## config.mk

```make
export PLATFORM = sky130hd
export DESIGN_NAME = fmul_unpack_stage
export DESIGN_NICKNAME = d
export VERILOG_FILES = /design/src/rtl/fpu_pkg.sv /design/src/rtl/fp_unpack.sv /design/src/rtl/fmul_unpack_stage.sv
export SDC_FILE = /design/constraint.sdc
export NUM_CORES = 1
export LEC_CHECK = 0
export CORE_MARGIN = 4
export CORE_UTILIZATION = 35
export CTS_BUF_LIST = sky130_fd_sc_hd__clkbuf_8
export CTS_CLUSTER_DIAMETER = 120
export DETAILED_ROUTE_END_ITERATION = 6
export PLACE_DENSITY = 0.63
export SLEW_MARGIN = 20
export SYNTH_ARGS = -nofsm -noshare
export SYNTH_HDL_FRONTEND = slang
export SYNTH_SLANG_ARGS = --single-unit
```

## constraint.sdc

```tcl
create_clock -name clk -period 2.2 [get_ports clk]
set_input_delay 0.44 -clock clk [delete_from_list [all_inputs] [get_ports clk]]
set_output_delay 0.44 -clock clk [all_outputs]
set_load 0.01 [all_outputs]
```

## src/rtl/fpu_pkg.sv

```systemverilog
// Shared definitions for the FMUL front end: class bit positions, buffer state encoding
// and width helpers for packed/unpacked operand buses.
package fpu_pkg;

  localparam int CLS_ZERO   = 0;
  localparam int CLS_DENORM = 1;
  localparam int CLS_INF    = 2;
  localparam int CLS_NAN    = 3;
  localparam int CLS_W      = 4;

  // Encoding doubles as the occupancy count.
  typedef enum logic [1:0] {
    ST_EMPTY = 2'd0,
    ST_ONE   = 2'd1,
    ST_TWO   = 2'd2
  } state_t;

  function automatic int packed_w(input int exp_w, input int man_w);
    return 1 + exp_w + man_w;
  endfunction

  function automatic int unpacked_w(input int exp_w, input int sig_w);
    return 1 + (exp_w + 1) + sig_w;
  endfunction

endpackage

```

## src/rtl/fp_unpack.sv

```systemverilog
// Combinational classify-and-expand of one packed IEEE-754 operand into
// {sign, zero-extended exponent, hidden-bit significand}.
module fp_unpack
  import fpu_pkg::*;
#(
  parameter int EXP_W        = 8,
  parameter int MAN_W        = 23,
  parameter int SIG_W        = 32,
  parameter int FLUSH_DENORM = 1
) (
  input  logic [packed_w(EXP_W, MAN_W)-1:0]   op,
  output logic [unpacked_w(EXP_W, SIG_W)-1:0] unp,
  output logic [CLS_W-1:0]                    cls
);

  logic             sgn;
  logic [EXP_W-1:0] e;
  logic [MAN_W-1:0] m;
  logic [EXP_W:0]   exp_u;
  logic [SIG_W-1:0] sig_u;

  assign {sgn, e, m} = op;
  assign unp = {sgn, exp_u, sig_u};

  always_comb begin
    cls            = '0;
    exp_u          = {1'b0, e};
    sig_u          = '0;
    sig_u[MAN_W:0] = {1'b1, m};
    if (e == '0) begin
      exp_u = '0;
      sig_u = '0;
      if (m == '0) begin
        cls[CLS_ZERO] = 1'b1;
      end else if (FLUSH_DENORM != 0) begin
        cls[CLS_ZERO]   = 1'b1;
        cls[CLS_DENORM] = 1'b1;
      end else begin
        // Denormal kept: effective exponent 1, no hidden bit.
        cls[CLS_DENORM]    = 1'b1;
        exp_u              = {{EXP_W{1'b0}}, 1'b1};
        sig_u[MAN_W-1:0]   = m;
      end
    end else if (e == '1) begin
      if (m == '0) cls[CLS_INF] = 1'b1;
      else         cls[CLS_NAN] = 1'b1;
    end
  end

endmodule

```

## src/rtl/fmul_unpack_stage.sv

```systemverilog
// FMUL operand-unpack stage: unpacks both operands and queues them in a 2-entry
// skid buffer so downstream backpressure never drops or duplicates an operation.
//
//   state    | meaning
//   ST_EMPTY | no entry; in_ready=1, out_valid=0
//   ST_ONE   | head valid; in_ready=1
//   ST_TWO   | head + skid valid; in_ready=0
module fmul_unpack_stage
  import fpu_pkg::*;
#(
  parameter int EXP_W        = 8,
  parameter int MAN_W        = 23,
  parameter int SIG_W        = 32,
  parameter int TAG_W        = 4,
  parameter int FLUSH_DENORM = 1
) (
  input  logic                                clk,
  input  logic                                rst,
  input  logic                                in_valid,
  output logic                                in_ready,
  input  logic [packed_w(EXP_W, MAN_W)-1:0]   in_a,
  input  logic [packed_w(EXP_W, MAN_W)-1:0]   in_b,
  input  logic [TAG_W-1:0]                    in_tag,
  output logic                                out_valid,
  input  logic                                out_ready,
  output logic [unpacked_w(EXP_W, SIG_W)-1:0] out_x,
  output logic [unpacked_w(EXP_W, SIG_W)-1:0] out_y,
  output logic [CLS_W-1:0]                    out_xcls,
  output logic [CLS_W-1:0]                    out_ycls,
  output logic [TAG_W-1:0]                    out_tag,
  output logic [1:0]                          out_count
);

  localparam int UW    = unpacked_w(EXP_W, SIG_W);
  localparam int ENT_W = 2 * UW + 2 * CLS_W + TAG_W;

  logic [UW-1:0]    x_u, y_u;
  logic [CLS_W-1:0] xcls_u, ycls_u;
  logic [ENT_W-1:0] new_ent, head_q, skid_q;
  state_t           state;
  logic             in_ready_q;
  logic             push, pop;

  fp_unpack #(.EXP_W(EXP_W), .MAN_W(MAN_W), .SIG_W(SIG_W), .FLUSH_DENORM(FLUSH_DENORM))
    u_unpack_a (.op(in_a), .unp(x_u), .cls(xcls_u));

  fp_unpack #(.EXP_W(EXP_W), .MAN_W(MAN_W), .SIG_W(SIG_W), .FLUSH_DENORM(FLUSH_DENORM))
    u_unpack_b (.op(in_b), .unp(y_u), .cls(ycls_u));

  assign new_ent   = {x_u, y_u, xcls_u, ycls_u, in_tag};
  assign in_ready  = in_ready_q;
  assign out_valid = (state != ST_EMPTY);
  assign out_count = state;
  assign push      = in_valid & in_ready_q;
  assign pop       = out_valid & out_ready;
  assign {out_x, out_y, out_xcls, out_ycls, out_tag} = head_q;

  always_ff @(posedge clk) begin
    if (rst) begin
      state      <= ST_EMPTY;
      in_ready_q <= 1'b1;
      head_q     <= '0;
      skid_q     <= '0;
    end else begin
      case (state)
        ST_EMPTY: begin
          if (push) begin
            head_q <= new_ent;
            state  <= ST_ONE;
          end
        end
        ST_ONE: begin
          if (push && !pop) begin
            skid_q     <= new_ent;
            state      <= ST_TWO;
            in_ready_q <= 1'b0;
          end else if (push && pop) begin
            head_q <= new_ent;
          end else if (pop) begin
            state <= ST_EMPTY;
          end
        end
        ST_TWO: begin
          // Older entry sits in head, so the skid entry is next in line.
          if (pop) begin
            head_q     <= skid_q;
            state      <= ST_ONE;
            in_ready_q <= 1'b1;
          end
        end
        default: begin
          state      <= ST_EMPTY;
          in_ready_q <= 1'b1;
        end
      endcase
    end
  end

endmodule
```

After elaboration in Yosys (flattened, before gate mapping):

Cells that the tools add are included.

* register bits after elaboration: 195
* bits in latches: 0
* memories: 0
* memory bits (writable): 0
* word-level logic and storage cells: 60
* bits in read-only memories: 0
* bits of input ports: 72

* reduce and logical (&&, ||, !) cells: 14
* divide/modulo/power cells: 0
* shifts and indexed selects: 0
* magnitude comparators: 0
* $add $sub $neg: 0
* bitwise operators: 3
* multiplexer cells: 28
* multiply operators: 0
* equality and inequality tests: 11

Operator list (number)
* $mux 96: 4
* $pmux 96 s3: 1
* $mux 24: 2
* $logic_not 23->1: 2
* $mux 2: 11
* $eq 8x8->1 const B: 2
* $logic_not 8->1: 2
* $mux 8: 2
* $ne 2x2->1 const B: 5
* $mux 1: 6
* $ne 3x3->1 const B: 2
* $pmux 2 s3: 1
* $reduce_and 5->1: 1
* $reduce_and 4->1: 1
* $pmux 1 s3: 1
* $reduce_and 3->1: 1
* $reduce_bool 3->1: 1
* $and 1x1->1: 2
* $eq 2x1->1 const B: 1
* $eq 2x2->1 const B: 1
* $logic_and 1x1->1: 2
* $logic_not 2->1: 1
* $reduce_and 2->1: 1
* $reduce_bool 2->1: 1
* 2 further kinds: 2

Logic depth before layout (Yosys ltp):

Gate-level depths: netlist of the first run.

* depth after elaboration: 7
* mapped depth: 8

Hierarchy:

Synthesis of the first run repeated with hierarchy kept, for this count alone.

* cells, all modules: 981
* area total of the unflattened synthesis: 8802.2 um^2

Modules (own cells, without submodules)
* fmul_unpack_stage: sequential area each 3903.7 um^2, cells an instance 857, area each 8036.5 um^2, times used 1
* fp_unpack: sequential area each 0.0 um^2, cells an instance 62, area each 382.9 um^2, times used 2

Least setup slack after synthesis of the first run:

OpenSTA, ideal clock, no wires.

* path kind: input -> register
* start: input port out_ready
* end: register skid_q[10]
* buffers on the path: 2
* arrival time: 1.701 ns
* setup slack: 0.428 ns
* required time: 2.129 ns
* setup time: 0.071 ns
* cell stages on the path: 6
* cells stage by stage: buf_6 nand2b_4 or2_1 buf_2 or4_1 a21oi_1

* longest elaborated chain between the ends: 4

Ends and longest elaborated chain
* start, declared: RTL line fmul_unpack_stage.sv:25 `input logic out_ready,`
* $and 1x1->1: RTL line fmul_unpack_stage.sv:55 `assign pop = out_valid & out_ready;`
* $logic_not 1->1: RTL line fmul_unpack_stage.sv:73 `if (push && !pop) begin`
* $logic_and 1x1->1: RTL line fmul_unpack_stage.sv:73
* $reduce_and 2->1 (no source line)
* end signal, assigned: RTL line fmul_unpack_stage.sv:74 `skid_q <= new_ent;`
* end, declared: RTL line fmul_unpack_stage.sv:39 `logic [ENT_W-1:0] new_ent, head_q, skid_q;`

No other way between the ends.
A chain may end at the register's enable or synchronous reset.

Worst setup path after layout of the first run:

* start: register state[1] (netlist: out_count[1])
* end: output port out_valid

* longest elaborated chain between the ends: 1

Ends and longest elaborated chain
* start, declared: RTL line fmul_unpack_stage.sv:40 `state_t state;`
* start signal, assigned: RTL line fmul_unpack_stage.sv:60 `state <= ST_EMPTY;`
* start signal, assigned: RTL line fmul_unpack_stage.sv:69 `state <= ST_ONE;`
* start signal, assigned: RTL line fmul_unpack_stage.sv:75 `state <= ST_TWO;`
* $reduce_bool 2->1: RTL line fmul_unpack_stage.sv:52 `assign out_valid = (state != ST_EMPTY);`
* end, declared: RTL line fmul_unpack_stage.sv:24 `output logic out_valid,`

No other way between the ends.

==> run_results.csv, run 1 <==
group,metric,value,unit
setup_path,worst-path-buf-inv,1,
timing,skew,0.00658,ns
timing,slew_headroom,29.5,%
place,routabilityCongestion,0.770,
grt,antenna_found_initial,1,
clock_tree,clkSlewWorstSetupHoldPaths,0.09,ns
cells_and_area,final_core_util,49.3,%
detailed_routing,viasPerCell,5.26,
clock_tree,post-cts-setup-buffers,0,
detailed_routing,ant_nets,0,
pwr,vdd_drop_max,373,uV
place,port_buffers,153,
clock_tree,cts_root_buffer,"clkbuf_8",
detailed_routing,vias,6093,
clock_tree,cts_made_buffers,17,
setup_path,cp_top_family,"buffers and inverters",
timing,slew_violations,0,
clock_tree,clock-sinks,159,
timing,worst_pin_slew,1.05,ns
yosys,yosys_warnings,0,
yosys,avgSynthCellArea,8.60,sq um
setup_path,arrival,1.65,ns
yosys,yosys_register_bits,159,
clock_tree,clk-insertion-delay-late,0.44,ns
place,dp_hpwl,12600,microns
floorplan,ios,172,
floorplan,die_h,143,microns
outcome,status,"finished, final reports clean",
grt,grt_max_degree,52,
pwr,p_leak,3.22,nW
grt,grt.overflow.total,0,
clock_tree,clk_path_buf_depth,2,
detailed_routing,drc,0,
detailed_routing,avgRoutedWirePerCell,16.4,microns
flow_run,maxCapViolCount,0,
floorplan,dieArea,20600,sq um
setup_path,critical_path.cell_chain,"or2_2 > clkdlybuf4s50_1",
clock_tree,htreeDepth,4,
floorplan,dieWidth,143,microns
detailed_routing,first_pass_iters,5,
yosys,syn_area,6420,sq um
clock_tree,cts_tree,"built",
floorplan,coreArea,18000,sq um
cells_and_area,antenna_cells,0,
setup_path,crit_path_end_kind,"primary output",
place,dp_cells,1128,
grt,grt_pass1_wl,30700,microns
setup_path,slowest_delay,0.52,ns
timing,finalCritPeriodShare,95.1,%
floorplan,rows,49,
hold_path,hp-class,"reg -> reg",
cells_and_area,syn2layout_area_growth,38.5,%
yosys,yosysUniqueCellTypes,41,
yosys,ys_seq_area_share,49.6,%
timing,hold_violations,0,
floorplan,start_util,35.6,%
detailed_routing,drt_iter0_markers,363,
yosys,synthCells,746,
setup_path,slowest_stage,"clkdlybuf4s50_1",
setup_path,crit_path_start_kind,"flop",
timing,setup_viol,0,
yosys,synth.largest_area_cell,"dfxtp_1",
setup_path,required,1.76,ns
yosys,synth_top_area_share,49.6,%
grt,grt_pass1_vias,5846,
setup_path,crit_fanout,10,
cells_and_area,finalNetCount,990,
clock_tree,cts_hold_buffers,0,
grt,grt_use_total,18.4,%
clock_tree,cts-resized-gates,1,
timing,rsz0062_at_grt,"no",
cells_and_area,layout-drive-gt1-share,12.7,%
cells_and_area,stdcell_count,1158,
setup_path,crit_type,"reg -> out",
pwr,power_density,706,nW/um^2
timing,fmax,0.478,GHz
yosys,synth.area.top_cells,"dfxtp_1 50%, nor2_1 7.3%, a221oi_1 6.3%",
setup_path,ff2ff_setup_slack,0.39,ns
detailed_routing,drt-total-wl,18900,microns
timing,fin_crit,2.09,ns
-- worst paths after layout --
kind / cells after the start / from / endpoint
worst max-delay path: 2 / out_count[1] / out_valid
worst min-delay path: 2 / skid_q[2] / skid_q[2]
worst max register to register: 4 / out_count[0] / skid_q[59]
worst min register to register: 2 / skid_q[2] / skid_q[2]
-- state kept, by name, summed over array words and instances (netlist names) --
signal and flops:
head_q 78, in_ready 1, out_count 2, skid_q 78
-- cells in the final DEF (no fill, tap or decap), types with 4 or more instances in the layout --
cell,synthesis,routed
a21oi_1,40,38
conb_1,1,18
nor4_1,10,10
nand3b_1,4,4
nand2_1,99,99
a221oi_1,46,46
o21bai_1,6,6
nand3_1,4,4
nand4_1,6,6
nor2_1,125,124
dfxtp_1,159,157
clkdlybuf4s50_1,0,152
clkinv_2,0,4
nor4_2,4,4
nor3_1,50,50
or2_2,5,5
buf_12,0,9
clkbuf_8,0,17
buf_4,18,59
clkinvlp_4,0,5
a22oi_1,46,46
a311oi_1,26,26
-- tightest hold or removal path: stages, from the launching register on --
cell and delay [ns]:
dfxtp_1 0.32, nand2_1 0.05, a21oi_1 0.05
-- synth_stat cells, drive strengths merged --
| cell | n |
|---|---|
| buf | 47 |
| a2bb2oi | 2 |
| xnor2 | 1 |
| a21oi | 40 |
| nand2 | 99 |
| o21bai | 6 |
| or2 | 6 |
| o32ai | 3 |
| conb | 1 |
| o21ai | 2 |
| nand3b | 5 |
| a211oi | 2 |
| nor4 | 14 |
| nor2b | 2 |
| clkbuf | 37 |
| nand4 | 6 |
| inv | 1 |
| a221oi | 46 |
| o2bb2ai | 1 |
| o211ai | 2 |
| a311oi | 26 |
| or3 | 1 |
| o21a | 1 |
| dfxtp | 159 |
| o41ai | 2 |
| nand2b | 3 |
| nor3 | 50 |
| a22oi | 46 |
| o31ai | 2 |
| nor2 | 125 |
| and4b | 2 |
| nand3 | 4 |
| or4 | 2 |
-- where the power goes --
group	switching (mW)	internal, mW
Combinational	0.577	0.614
Sequential	0.0961	3.05
Clock	1.07	0.863
-- cells by family (layout without fill, tap and decap cells) --
logic type	after synthesis	after routing	synth area share, %
AOI/OAI and AO/OA	181	181	21.3
xor gates and xnor gates	1	1	0.136
buffers and inverters	85	251	6.67
DFF	159	159	49.6
other	1	18	0.0584
and+or+nand+nor	319	319	22.3
-- per-stage QoR --
| stage | setup slack (ns) | power [mW] | hold WS [ns] | cell area (sq um) | TNS (ns) |
|---|---|---|---|---|---|
| after global placement | -0.271 | 4.41 | 0.441 | 8550 | -9.72 |
| final | 0.108 | 6.27 | 0.457 | 8890 | 0 |
| after CTS | 0.00208 | 6.35 | 0.442 | 8890 | 0 |
| after detailed placement | -0.258 | 4.41 | 0.447 | 8550 | -10.13 |
| after global routing | 0.0234 | 6.59 | 0.458 | 8890 | 0 |
| after floorplan | 0.428 | 3.75 | 0.428 | 6480 | 0 |
-- layout make-up --
class | count | area, sq um
clock buffer | 17 | 234
clock inverter | 13 | 104
sequential | 159 | 3190
fill | 1750 | 9130
tap | 229 | 287
timing repair buffer | 220 | 2140
multi-input combinational | 519 | 2930
inverter | 1 | 3.75
-- per-layer routing --
layer  vias to the layer above  share of wire [%]  track usage (%)
met5                         -              0.069                0
met3                        17                7.7             5.79
met4                         2               0.58             4.91
met2                       185                 45             28.7
li1                       3003                  -                -
met1                      2886                 47             24.9
No activity file was read; power rests on OpenSTA's default activity.
==> run 2: changes to the inputs <==
CORE_UTILIZATION = 50   (was 35)
PLACE_DENSITY = 0.84   (was 0.63)
==> run 2 against run 1 <==
First-iteration DRC count grew 30%. Non-clock buffer count down 14. Register-to-register slack gained 0.07 ns. Total power is 4.8% higher. Hold slack worse by 0.0029 ns. Clock-buffer cell count is 3 higher. Die area shrank 28%. Critical path type unchanged. Largest power group unchanged.
==> run_results.csv, run 2 (synthesis gave the netlist of run 1 again) <==
group,metric,value,unit
outcome,status,"finished, final reports clean",
clock_tree,clock-sinks,159,
setup_path,required,1.76,ns
cells_and_area,layout-drive-gt1-share,11.7,%
timing,slew_violations,0,
detailed_routing,ant_nets,0,
floorplan,dieArea,14700,sq um
setup_path,crit_fanout,10,
hold_path,hold_depth,2,
clock_tree,clk-insertion-delay-late,0.46,ns
grt,antenna_found_initial,0,
clock_tree,cts_made_buffers,17,
cells_and_area,finalNetCount,976,
timing,tns,0,ns
clock_tree,clkSlewWorstSetupHoldPaths,0.08,ns
cells_and_area,syn2layout_area_growth,37.0,%
pwr,power.total,6.57,mW
detailed_routing,m1WireLength,7630,microns
floorplan,dieWidth,121,microns
detailed_routing,vias,6223,
setup_path,arrival,1.66,ns
grt,grt_pass1_wl,28500,microns
detailed_routing,avgRoutedWirePerCell,16.6,microns
place,dpl-instance-area,8380,sq um
detailed_routing,viasPerCell,5.71,
setup_path,crit_path_start_kind,"flop",
hold_path,min_to,"skid_q[53]",
grt,grt_use_total,24.0,%
floorplan,start_util,50.9,%
place,routabilityCongestion,0.854,
hold_path,hp-class,"reg -> reg",
setup_path,cp_top_family,"buffers and inverters",
clock_tree,cts_tree,"built",
clock_tree,post-cts-setup-buffers,0,
hold_path,hold_start,"skid_q[53]",
floorplan,coreArea,12600,sq um
setup_path,slowest_stage,"clkdlybuf4s50_1",
grt,grt_pass1_vias,5762,
cells_and_area,final_cell_mix,"157 x dfxtp_1, 152 x clkdlybuf4s50_1, 124 x nor2_1",
pwr,p_leak,3.20,nW
grt,grt.overflow.total,0,
cells_and_area,antenna_cells,0,
clock_tree,cts_hold_buffers,0,
detailed_routing,drc,0,
cells_and_area,stdcell_count,1089,
setup_path,r2r_start,"out_count[1]",
place,dp_slack,-0.0798,ns
detailed_routing,drt_iter0_markers,471,
setup_path,crit_type,"reg -> out",
setup_path,ff2ff_setup_slack,0.46,ns
timing,rsz0062_at_grt,"no",
place,dp_cells,1057,
clock_tree,htreeDepth,4,
timing,holdWs,0.455,ns
timing,fmax,0.476,GHz
floorplan,rows,41,
cells_and_area,final_core_util,69.7,%
place,port_buffers,153,
detailed_routing,drt-total-wl,18000,microns
timing,worst_pin_slew,0.593,ns
timing,fin_crit,2.10,ns
pwr,power_density,747,nW/um^2
detailed_routing,routed.top_layer,"met4",
grt,grt_max_degree,57,
floorplan,ios,172,
timing,setup_ws,0.101,ns
timing,setup_viol,0,
setup_path,crit_path_end_kind,"primary output",
flow_run,maxCapViolCount,0,
detailed_routing,dr_wl_met2,8390,microns
timing,finalCritPeriodShare,95.4,%
clock_tree,clk_path_buf_depth,2,
clock_tree,cts_root_buffer,"clkbuf_8",
setup_path,path_depth,2,
timing,slew_headroom,60.4,%
setup_path,r2r_cells,4,
setup_path,critical_path.cell_chain,"or2_2 > clkdlybuf4s50_1",
timing,skew,0.0105,ns
cells_and_area,finalInstanceArea,8800,sq um
cells_and_area,fillers,986,
floorplan,die_h,121,microns
place,dp_hpwl,12000,microns
pwr,vdd_drop_max,505,uV
setup_path,slowest_delay,0.49,ns
cells_and_area,final_common_cell,"dfxtp_1",
setup_path,r2r_end,"head_q[21]",
detailed_routing,dr_wl_met3,1740,microns
detailed_routing,first_pass_iters,5,
setup_path,worst-path-buf-inv,1,
timing,hold_violations,0,
==> run 2: area by class of cell <==
type                            count  area, sq um  area share (%)
Sequential cell                   159         3190            36.2
Timing Repair Buffer              206         2050            23.3
Clock buffer                       20          275            3.13
Tap cell                          172          215            2.45
Multi-Input combinational cell    519         2920            33.2
Clock inverter                     12          141            1.61
Inverter                            1         3.75          0.0427
==> run 2: worst max-delay path by stage <==
stage	from	end	slack, ns
2_1_floorplan	out_ready	skid_q[10]	0.43
3_3_place_gp	in_b[17]	skid_q[6]	-0.08
3_5_place_dp	in_b[17]	skid_q[6]	-0.08
4_1_cts	out_count[1]	out_valid	0.03
5_1_grt	out_count[1]	out_valid	0.05
6_report	out_count[1]	out_valid	0.10
==> run 2: where the power goes <==
| group | internal, mW | switching (mW) | total (mW) |
|---|---|---|---|
| sequential | 3.05 | 0.101 | 3.15 |
| combinational | 0.598 | 0.571 | 1.17 |
| clock | 1.20 | 1.05 | 2.25 |
==> run 2: worst register-to-register path, stage by stage, from the launching register on <==
cell and delay [ns]:
dfxtp_2 0.43, nor2b_4 0.32, buf_4 0.47, a221oi_1 0.19
nor3_1 0.24
==> run 2: per-layer routing <==
layer  track usage (%)  up-vias
met4              6.58        0
met5                 0        -
met2              38.0      289
met3              9.00       25
li1                  -     2974
met1              30.6     2935
==> run 2: repair_timing <==
| action | in CTS | in global routing |
|---|---|---|
| gates resized for setup | 1 | 1 |
| hold endpoints to repair | 0 | 0 |
| setup endpoints to repair | 1 | 1 |
